## src/rtl/cnn_pkg.sv

```systemverilog
// Shared types and constants for the CNN window datapath.
// The window is always carried as a fixed 5x5 row-major grid.
package cnn_pkg;

    localparam int DATA_W  = 16;
    localparam int MAX_K   = 5;
    localparam int WIN_LEN = 25;

    typedef logic signed [DATA_W-1:0] pixel_t;
    typedef pixel_t window_t [0:WIN_LEN-1];

    typedef enum logic {
        ST_IDLE = 1'b0,
        ST_RUN  = 1'b1
    } state_e;

    // A filter_size of exactly 3 selects 3x3; anything else selects 5x5.
    function automatic logic k_is_3(input logic [2:0] fs);
        return (fs == 3'd3);
    endfunction

endpackage

```

## src/rtl/conv_window_buffer_row_delay.sv

```systemverilog
// One image-row delay line: on each enable, dout is the sample written DEPTH enables earlier.
// Contents are never reset; a new frame refills them before any window uses them.
module row_delay #(
    parameter int DATA_W = 16,
    parameter int DEPTH  = 28
) (
    input  logic                     clk,
    input  logic                     en,
    input  logic signed [DATA_W-1:0] din,
    output logic signed [DATA_W-1:0] dout
);

    logic signed [DATA_W-1:0] mem_q [0:DEPTH-1];
    logic signed [DATA_W-1:0] mem_d [0:DEPTH-1];

    // next-state of the shift chain
    always_comb begin
        mem_d = mem_q;
        if (en) begin
            mem_d[0] = din;
            for (int i = 1; i < DEPTH; i++) begin
                mem_d[i] = mem_q[i-1];
            end
        end else begin
            mem_d = mem_q;
        end
    end

    // storage update
    always_ff @(posedge clk) begin
        mem_q <= mem_d;
    end

    assign dout = mem_q[DEPTH-1];

endmodule

```

## src/rtl/conv_window_buffer.sv

```systemverilog
// Line buffer feeding convolve_window: keeps K-1 rows and emits a registered
// 5x5 row-major window for every valid unpadded stride-1 KxK position.
module conv_window_buffer #(
    parameter int DATA_W = 16,
    parameter int IMG_W  = 28,
    parameter int IMG_H  = 28
) (
    input  logic                     clk,
    input  logic                     rst_n,
    input  logic                     start,
    input  logic [2:0]               filter_size,
    input  logic                     in_valid,
    output logic                     in_ready,
    input  logic signed [DATA_W-1:0] in_pixel,
    output logic                     out_valid,
    input  logic                     out_ready,
    output logic signed [DATA_W-1:0] window [0:24],
    output logic                     frame_done
);

    import cnn_pkg::*;

    localparam int CNT_W = $clog2(IMG_W + IMG_H + 8);
    localparam logic [CNT_W-1:0] COL_LAST = CNT_W'(IMG_W - 1);
    localparam logic [CNT_W-1:0] ROW_LAST = CNT_W'(IMG_H - 1);

    typedef logic signed [DATA_W-1:0] pix_t;

    state_e           state_q, state_d;
    logic             k3_q, k3_d;
    logic [CNT_W-1:0] row_q, row_d;
    logic [CNT_W-1:0] col_q, col_d;
    logic             last_q, last_d;
    logic             out_valid_q, out_valid_d;
    logic             frame_done_q, frame_done_d;

    pix_t sr_q  [0:MAX_K-1][0:MAX_K-1];
    pix_t sr_d  [0:MAX_K-1][0:MAX_K-1];
    pix_t win_q [0:WIN_LEN-1];
    pix_t win_d [0:WIN_LEN-1];

    pix_t tap_s    [0:3];
    pix_t rd_in_s  [0:3];
    pix_t col_in_s [0:MAX_K-1];

    logic             in_ready_s;
    logic             accept_s;
    logic             complete_s;
    logic             final_hs_s;
    logic [CNT_W-1:0] km1_s;

    // handshake and window-completion decode
    always_comb begin
        km1_s      = k3_q ? CNT_W'(3'd2) : CNT_W'(3'd4);
        in_ready_s = (state_q == ST_RUN) && !last_q && (!out_valid_q || out_ready);
        accept_s   = in_valid && in_ready_s;
        complete_s = accept_s && (row_q >= km1_s) && (col_q >= km1_s);
        final_hs_s = (state_q == ST_RUN) && last_q && out_valid_q && out_ready;
    end

    // row delay cascade inputs: each stage feeds from the previous stage's output
    always_comb begin
        rd_in_s[0] = in_pixel;
        for (int i = 1; i < 4; i++) begin
            rd_in_s[i] = tap_s[i-1];
        end
    end

    for (genvar g = 0; g < 4; g++) begin : g_rd
        row_delay #(
            .DATA_W (DATA_W),
            .DEPTH  (IMG_W)
        ) u_row_delay (
            .clk  (clk),
            .en   (accept_s),
            .din  (rd_in_s[g]),
            .dout (tap_s[g])
        );
    end

    // FSM, position counters and output-handshake next state
    always_comb begin
        state_d      = state_q;
        k3_d         = k3_q;
        row_d        = row_q;
        col_d        = col_q;
        last_d       = last_q;
        frame_done_d = final_hs_s;
        case (state_q)
            ST_IDLE: begin
                if (start) begin
                    state_d = ST_RUN;
                    k3_d    = k_is_3(filter_size);
                    row_d   = '0;
                    col_d   = '0;
                    last_d  = 1'b0;
                end else begin
                    state_d = ST_IDLE;
                end
            end
            ST_RUN: begin
                if (accept_s) begin
                    if (col_q == COL_LAST) begin
                        col_d = '0;
                        row_d = row_q + CNT_W'(1'b1);
                    end else begin
                        col_d = col_q + CNT_W'(1'b1);
                    end
                    if ((col_q == COL_LAST) && (row_q == ROW_LAST)) begin
                        last_d = 1'b1;
                    end else begin
                        last_d = last_q;
                    end
                end else begin
                    col_d = col_q;
                end
                if (final_hs_s) begin
                    state_d = ST_IDLE;
                end else begin
                    state_d = ST_RUN;
                end
            end
            default: begin
                state_d = ST_IDLE;
            end
        endcase

        // a new completing pixel wins over retiring the current window
        if (complete_s) begin
            out_valid_d = 1'b1;
        end else if (out_valid_q && out_ready) begin
            out_valid_d = 1'b0;
        end else begin
            out_valid_d = out_valid_q;
        end
    end

    // newest column: oldest row on top, current pixel at the bottom of the K rows
    always_comb begin
        if (k3_q) begin
            col_in_s[0] = tap_s[1];
            col_in_s[1] = tap_s[0];
            col_in_s[2] = in_pixel;
            col_in_s[3] = '0;
            col_in_s[4] = '0;
        end else begin
            col_in_s[0] = tap_s[3];
            col_in_s[1] = tap_s[2];
            col_in_s[2] = tap_s[1];
            col_in_s[3] = tap_s[0];
            col_in_s[4] = in_pixel;
        end
    end

    // shift window register left one column; new column lands at column K-1
    always_comb begin
        sr_d = sr_q;
        if (accept_s) begin
            for (int r = 0; r < MAX_K; r++) begin
                for (int c = 0; c < MAX_K - 1; c++) begin
                    sr_d[r][c] = sr_q[r][c+1];
                end
                if (k3_q) begin
                    sr_d[r][2] = col_in_s[r];
                end else begin
                    sr_d[r][4] = col_in_s[r];
                end
            end
        end else begin
            sr_d = sr_q;
        end
    end

    // capture the completed window, zeroing entries outside the KxK region
    always_comb begin
        win_d = win_q;
        if (complete_s) begin
            for (int r = 0; r < MAX_K; r++) begin
                for (int c = 0; c < MAX_K; c++) begin
                    if (k3_q && ((r >= 3) || (c >= 3))) begin
                        win_d[r*MAX_K + c] = '0;
                    end else begin
                        win_d[r*MAX_K + c] = sr_d[r][c];
                    end
                end
            end
        end else begin
            win_d = win_q;
        end
    end

    // control registers
    always_ff @(posedge clk or negedge rst_n) begin
        if (!rst_n) begin
            state_q      <= ST_IDLE;
            k3_q         <= 1'b0;
            row_q        <= '0;
            col_q        <= '0;
            last_q       <= 1'b0;
            out_valid_q  <= 1'b0;
            frame_done_q <= 1'b0;
        end else begin
            state_q      <= state_d;
            k3_q         <= k3_d;
            row_q        <= row_d;
            col_q        <= col_d;
            last_q       <= last_d;
            out_valid_q  <= out_valid_d;
            frame_done_q <= frame_done_d;
        end
    end

    // window datapath registers
    always_ff @(posedge clk or negedge rst_n) begin
        if (!rst_n) begin
            for (int r = 0; r < MAX_K; r++) begin
                for (int c = 0; c < MAX_K; c++) begin
                    sr_q[r][c] <= '0;
                end
            end
            for (int i = 0; i < WIN_LEN; i++) begin
                win_q[i] <= '0;
            end
        end else begin
            sr_q  <= sr_d;
            win_q <= win_d;
        end
    end

    assign in_ready   = in_ready_s;
    assign out_valid  = out_valid_q;
    assign frame_done = frame_done_q;
    assign window     = win_q;

endmodule

```

## config.mk

```make
export PLATFORM = sky130hd
export DESIGN_NAME = conv_window_buffer
export DESIGN_NICKNAME = d
export VERILOG_FILES = /design/src/rtl/cnn_pkg.sv /design/src/rtl/conv_window_buffer_row_delay.sv /design/src/rtl/conv_window_buffer.sv
export SDC_FILE = /design/constraint.sdc
export NUM_CORES = 2
export LEC_CHECK = 0
export CORE_MARGIN = 1.5
export CORE_UTILIZATION = 59
export CTS_CLUSTER_DIAMETER = 30
export CTS_CLUSTER_SIZE = 30
export DETAILED_ROUTE_END_ITERATION = 8
export GPL_TIMING_DRIVEN = 0
export PLACE_DENSITY = 0.78
export SYNTH_ARGS = -nofsm -noshare
export SYNTH_HDL_FRONTEND = slang
export SYNTH_SLANG_ARGS = --single-unit
```

## constraint.sdc

```tcl
create_clock -name clk -period 33.4 [get_ports clk]
set_input_delay 3.34 -clock clk [delete_from_list [all_inputs] [get_ports clk]]
set_output_delay 3.34 -clock clk [all_outputs]
set_load 0.02 [all_outputs]
```

After elaboration in Yosys (flattened, before gate mapping)
Index checks and enable logic that the tools add are counted.
{"block": "totals", "input_bits": 24, "word_cells": 244, "regBits": 2609, "output_inout_bits": 403}
{"block": "op_classes", "eq_ne": 7, "magnitude_cmp": 2, "reduce_logical": 18, "add_sub_neg": 2, "n_bitwise": 1, "mux": 45}
{"op": "16-bit two-way mux", "count": 26}
{"op": "400-bit two-way mux", "count": 1}
{"op": "80-bit two-way mux", "count": 1}
{"op": "6-bit two-way mux", "count": 5}
{"op": "6-bit one-hot mux with 2 select lines", "count": 2}
{"op": "6-bit by 1-bit adder with 6-bit output, second input constant", "count": 2}
{"op": "6-bit by 5-bit == test with 1-bit output, second input constant", "count": 2}
{"op": "6-bit by 3-bit greater-or-equal comparator with 1-bit output", "count": 2}
{"op": "1-bit logical AND", "count": 10}
{"op": "1-bit two-way mux", "count": 7}
{"op": "2-bit by 1-bit != test with 1-bit output, second input constant", "count": 3}
{"op": "3-bit AND reduction", "count": 2}
{"op": "1-bit one-hot mux with 2 select lines", "count": 2}
{"op": "2-bit AND reduction", "count": 2}
{"op": "3-bit by 2-bit == test with 1-bit output, second input constant", "count": 1}
{"op": "3-bit two-way mux", "count": 1}
{"op": "1-bit zero test", "count": 2}
{"op": "2-bit != test, second input constant", "count": 1}
{"op": "2-bit nonzero test", "count": 1}
{"op": "1-bit logical OR", "count": 1}
{"op": "1-bit NOT", "count": 1}

Longest topological paths before layout
{"block": "depth", "ltp_word": 7, "ltp_mapped": 10}

Hierarchy
Synthesis repeated with hierarchy kept, for this count alone.
{"block": "unflattened", "hier_cells": 4330, "hier_area_um2": 84934.0}
{"module": "row_delay", "instances": 4, "area_each_um2": 13573.0, "cells_per_inst": 464}
{"module": "conv_window_buffer", "instances": 1, "area_each_um2": 30641.9, "cells_per_inst": 2474}

Worst setup path after synthesis
No wires, ideal clock.
{"block": "synth_timing", "path_type": "input -> register", "from": "input out_ready", "to": "register col_q[3]", "setup_ns": 0.175, "stages": 8, "slack_ns": 7.080, "arrival_ns": 26.145, "n_path_buf": 3, "cell_sequence": "nand2b_2 -> nand4_4 -> inv_2 -> buf_2 -> buf_2 -> buf_2 -> nand4_1 -> o21ai_0"}
{"block": "synth_between", "elab_chain_len": 5}
{"item": "start, declared", "line_no": "conv_window_buffer.sv:16", "text": "input logic out_ready,"}
{"item": "1-bit logical OR", "line_no": "conv_window_buffer.sv:55", "text": "in_ready_s = (state_q == ST_RUN) && !last_q && (!out_valid_q || out_ready);"}
{"item": "1-bit logical AND", "line_no": "conv_window_buffer.sv:55"}
{"item": "1-bit logical AND", "line_no": "conv_window_buffer.sv:56", "text": "accept_s = in_valid && in_ready_s;"}
{"item": "2-bit by 1-bit != test with 1-bit output (no line)"}
{"item": "2-bit AND reduction (no line)"}
{"item": "end signal, assigned", "line_no": "conv_window_buffer.sv:206", "text": "col_q <= col_d;"}
{"item": "end, declared", "line_no": "conv_window_buffer.sv:32", "text": "logic [CNT_W-1:0] col_q, col_d;"}
Every way passes these cells.
A chain may end at the register's enable or synchronous reset.

Worst setup path in the final report
{"block": "layout_timing", "from": "input out_ready", "to": "output in_ready"}
{"block": "layout_between", "elab_chain_len": 2}
{"item": "1-bit logical OR", "line_no": "conv_window_buffer.sv:55"}
{"item": "1-bit logical AND", "line_no": "conv_window_buffer.sv:55"}
{"item": "end, declared", "line_no": "conv_window_buffer.sv:13", "text": "output logic in_ready,"}
Every way passes these cells.

==> results.toml <==
[grt]
grt_overflow_total = 0
antenna_found_initial = 24
track_usage_pct = 29.6
grt_max_degree = 191
grt_pass1_vias = 47900
grt_pass1_wl_mm = 324

[clocking]
cts_resized = 0
clock_latency_ns = 0.95
cts_sinks = 2609
cts_max_level = 5
root_buffer = "clkbuf_16"
post_cts_buffers = 0
clk_pin_slew_ns = 0.06
cts_buffer_depth = 4
cts_tree = "done"
cts_hold_buf = 0
cts_buffers = 415

[pwr]
peakVddDrop_mv = 0.0617
p_leak_nw = 40.8
p_sw_share_pct = 28.8
clkPwrFrac_pct = 41.4
net-switching-power_mw = 3.06
p_int_mw = 7.58
power_frac_comb_pct = 17.8
p_seq_share_pct = 40.8
power_density_mw_per_mm2 = 96.8

[run_status]
status = "finished clean"

[logic_synthesis]
syn-num-nets = 4589
synth-async-reset-ratio_pct = 31.3
netlist_instances = 4559
yosys-top-cells-area = "edfxtp_1, dfrtp_1, mux2_4, mux2_2, nand2_1"
synth-edff-count = 1792
syn_area_mm2 = 0.0884
syn_area_per_cell_um2 = 19.4
synth_top_area_share_pct = 60.8
yosys_warnings = 0
yosysTopAreaCell = "edfxtp_1"
yosysSeqAreaShare_pct = 84.0
synth.distinct_cells = 44
synth_seq_cells = 2609
ys.flop_type = "edfxtp_1"

[setup_path]
startpoint_type = "input port"
crit_type = "in2out"
crit_arrival_ns = 4.76
r2r_cells = 9
endpoint_kind = "output port"
cp_slowest_cell = "clkdlybuf4s50_1"
r2r_setup_slack_ns = 27.82
r2r-start = "last_q"
endpoint = "in_ready"
cp_common_cell = "clkdlybuf4s50_1"
crit_fanout = 4
critical-path-max-stage-delay_ns = 0.60
crit_required_ns = 30.06
cp-startpoint = "out_ready"
timing.rr.end = "g_rd[1].u_row_delay.mem_q[289]"
crit_chain = "clkdlybuf4s50_1, nand2b_2, and3_1, clkdlybuf4s50_1"

[timing]
setup_viol = 0
min_period_over_period_pct = 24.2
relSlewSlack_pct = 4.07
max_freq_ghz = 0.124
whs_ns = 0.368
rsz0062_at_grt = "no"
finalHoldViolations = 0
min_period_ns = 8.10
tightest_slew_ns = 1.44
slew_viol_final = 0
clock_skew_ns = 0.0693

[drt]
drc = 0
drt_iter0_markers = 4785
dr.pass1.iters = 6
antenna_left = 0
dr_total_vias = 45300
via_per_inst = 5.88
wire_per_inst_um = 28.9
wirelength_mm = 222

[die]
start_util_pct = 59.7
die-area_mm2 = 0.152
die_y_um = 390
ios = 427
die_w_um = 390
num_rows = 141
core-area_mm2 = 0.148

[layout]
postLayoutCellArea_mm2 = 0.110
finalNonFillerCells = 7698
areaGrowthSynthToFinish_pct = 24.3
nets = 5450
fillers = 7537
final_layout_size_suffix_gt1_share_pct = 23.0
finish.utilization_pct = 74.2

[placed_design]
port_buffers = 426
place_inst = 6932
gp_congestion = 0.856
dpl_cell_area_mm2 = 0.0956
hpwl_mm = 118

[hold_path]
min_from = "g_rd[1].u_row_delay.mem_q[378]"
hold_path_class = "reg2reg"

[flow_run]
drv_cap = 0
-- critical path: cells and delay by family --
kind	cells	cell delay (ns)
buffers and inverters	2	1.07
and+or+nand+nor	2	0.34
-- metal layers --
| layer | wire length (µm) | vias to the layer above | GRT usage (%) |
|---|---|---|---|
| met1 | 79100 | 23100 | 36.5 |
| met2 | 107000 | 2858 | 46.0 |
| met5 | 43 | - | 0 |
| met3 | 21800 | 831 | 9.35 |
| li1 | - | 18400 | - |
| met4 | 14700 | 8 | 18.1 |
-- placed cells by master, fill, tap and decap left out, types with 54 or more instances in the layout --
cell type,n
a21oi_1,117
mux2_2,235
nand2_1,698
clkbuf_16,424
clkdlybuf4s50_1,425
o21ai_0,58
inv_1,142
clkbuf_1,89
edfxtp_1,1792
inv_6,58
clkinvlp_4,54
dfrtp_1,817
mux2i_1,183
mux2_4,254
-- stage by stage --
step	setup WS [ns]	setup TNS (ns)	power [mW]
floorplan	7.08	0	5.49
global placement	-7.26	-5736.14	6.40
detailed placement	24.75	0	6.16
CTS	25.31	0	10.7
global route	25.15	0	10.9
finish	25.30	0	10.6
-- layout make-up --
| type | count | area [µm²] | area share, % |
|---|---|---|---|
| clock inverters | 297 | 3370 | 3.07 |
| repair buffers | 444 | 4750 | 4.32 |
| well taps | 1930 | 2410 | 2.20 |
| plain buffers | 165 | 1250 | 1.14 |
| inverters | 144 | 541 | 0.492 |
| multi-input cells | 1641 | 12400 | 11.3 |
| diodes | 7 | 17.5 | 0.0159 |
| flip-flops and latches | 2609 | 74300 | 67.6 |
| clock buffers | 461 | 10900 | 9.92 |
-- state kept, by name, summed over array words and instances (netlist names) --
register / flops
col_q: 6
frame_done: 1
g_rd.u_row_delay.dout: 64
g_rd.u_row_delay.mem_q: 1728
k3_q: 1
last_q: 1
out_valid: 1
row_q: 6
sr_q: 400
state_q: 1
window: 400
-- logic make-up after synthesis --
kind of cell	Yosys count	synth area share [%]
flops	2609	84.0
simple gates	776	3.46
mux	672	9.38
buf+inv	309	2.01
compound gates	183	1.06
fa+ha+maj	6	0.0849
xor+xnor	4	0.0396
-- worst min path at each step --
stage,depth (start not counted),end,slack [ns]
after floorplan,0,g_rd[0].u_row_delay.dout[0],0.40
after global placement,0,g_rd[1].u_row_delay.dout[4],0.40
after detailed placement,0,g_rd[0].u_row_delay.mem_q[123],0.40
after CTS,0,g_rd[1].u_row_delay.mem_q[362],0.36
after global routing,0,g_rd[0].u_row_delay.mem_q[206],0.37
final,0,g_rd[1].u_row_delay.mem_q[362],0.37
-- Yosys cell counts, types with 2 or more instances --
library cell / n
nand4_1: 2
nor3_1: 4
ha_1: 6
dfrtp_1: 817
nor2b_1: 10
nor2_1: 9
buf_6: 15
buf_1: 2
mux2_2: 235
mux2i_1: 183
inv_1: 142
mux2_4: 254
o22ai_1: 2
clkbuf_1: 67
o21ai_0: 58
a41oi_1: 2
or4_1: 2
edfxtp_1: 1792
buf_12: 22
buf_8: 7
xnor2_1: 4
nand2_1: 698
nand3_1: 39
buf_2: 51
a21oi_1: 117
-- power groups by stage --
stage          registers [mW]  logic (mW)  clock network [mW]
2_1_floorplan            4.75       0.737                   0
3_3_place_gp             4.63        1.76                   0
3_5_place_dp             4.34        1.81                   0
4_1_cts                  4.33        1.88                4.44
5_1_grt                  4.37        1.98                4.57
6_report                 4.34        1.90                4.40
Note: power is estimated with default switching activity, not from simulation.
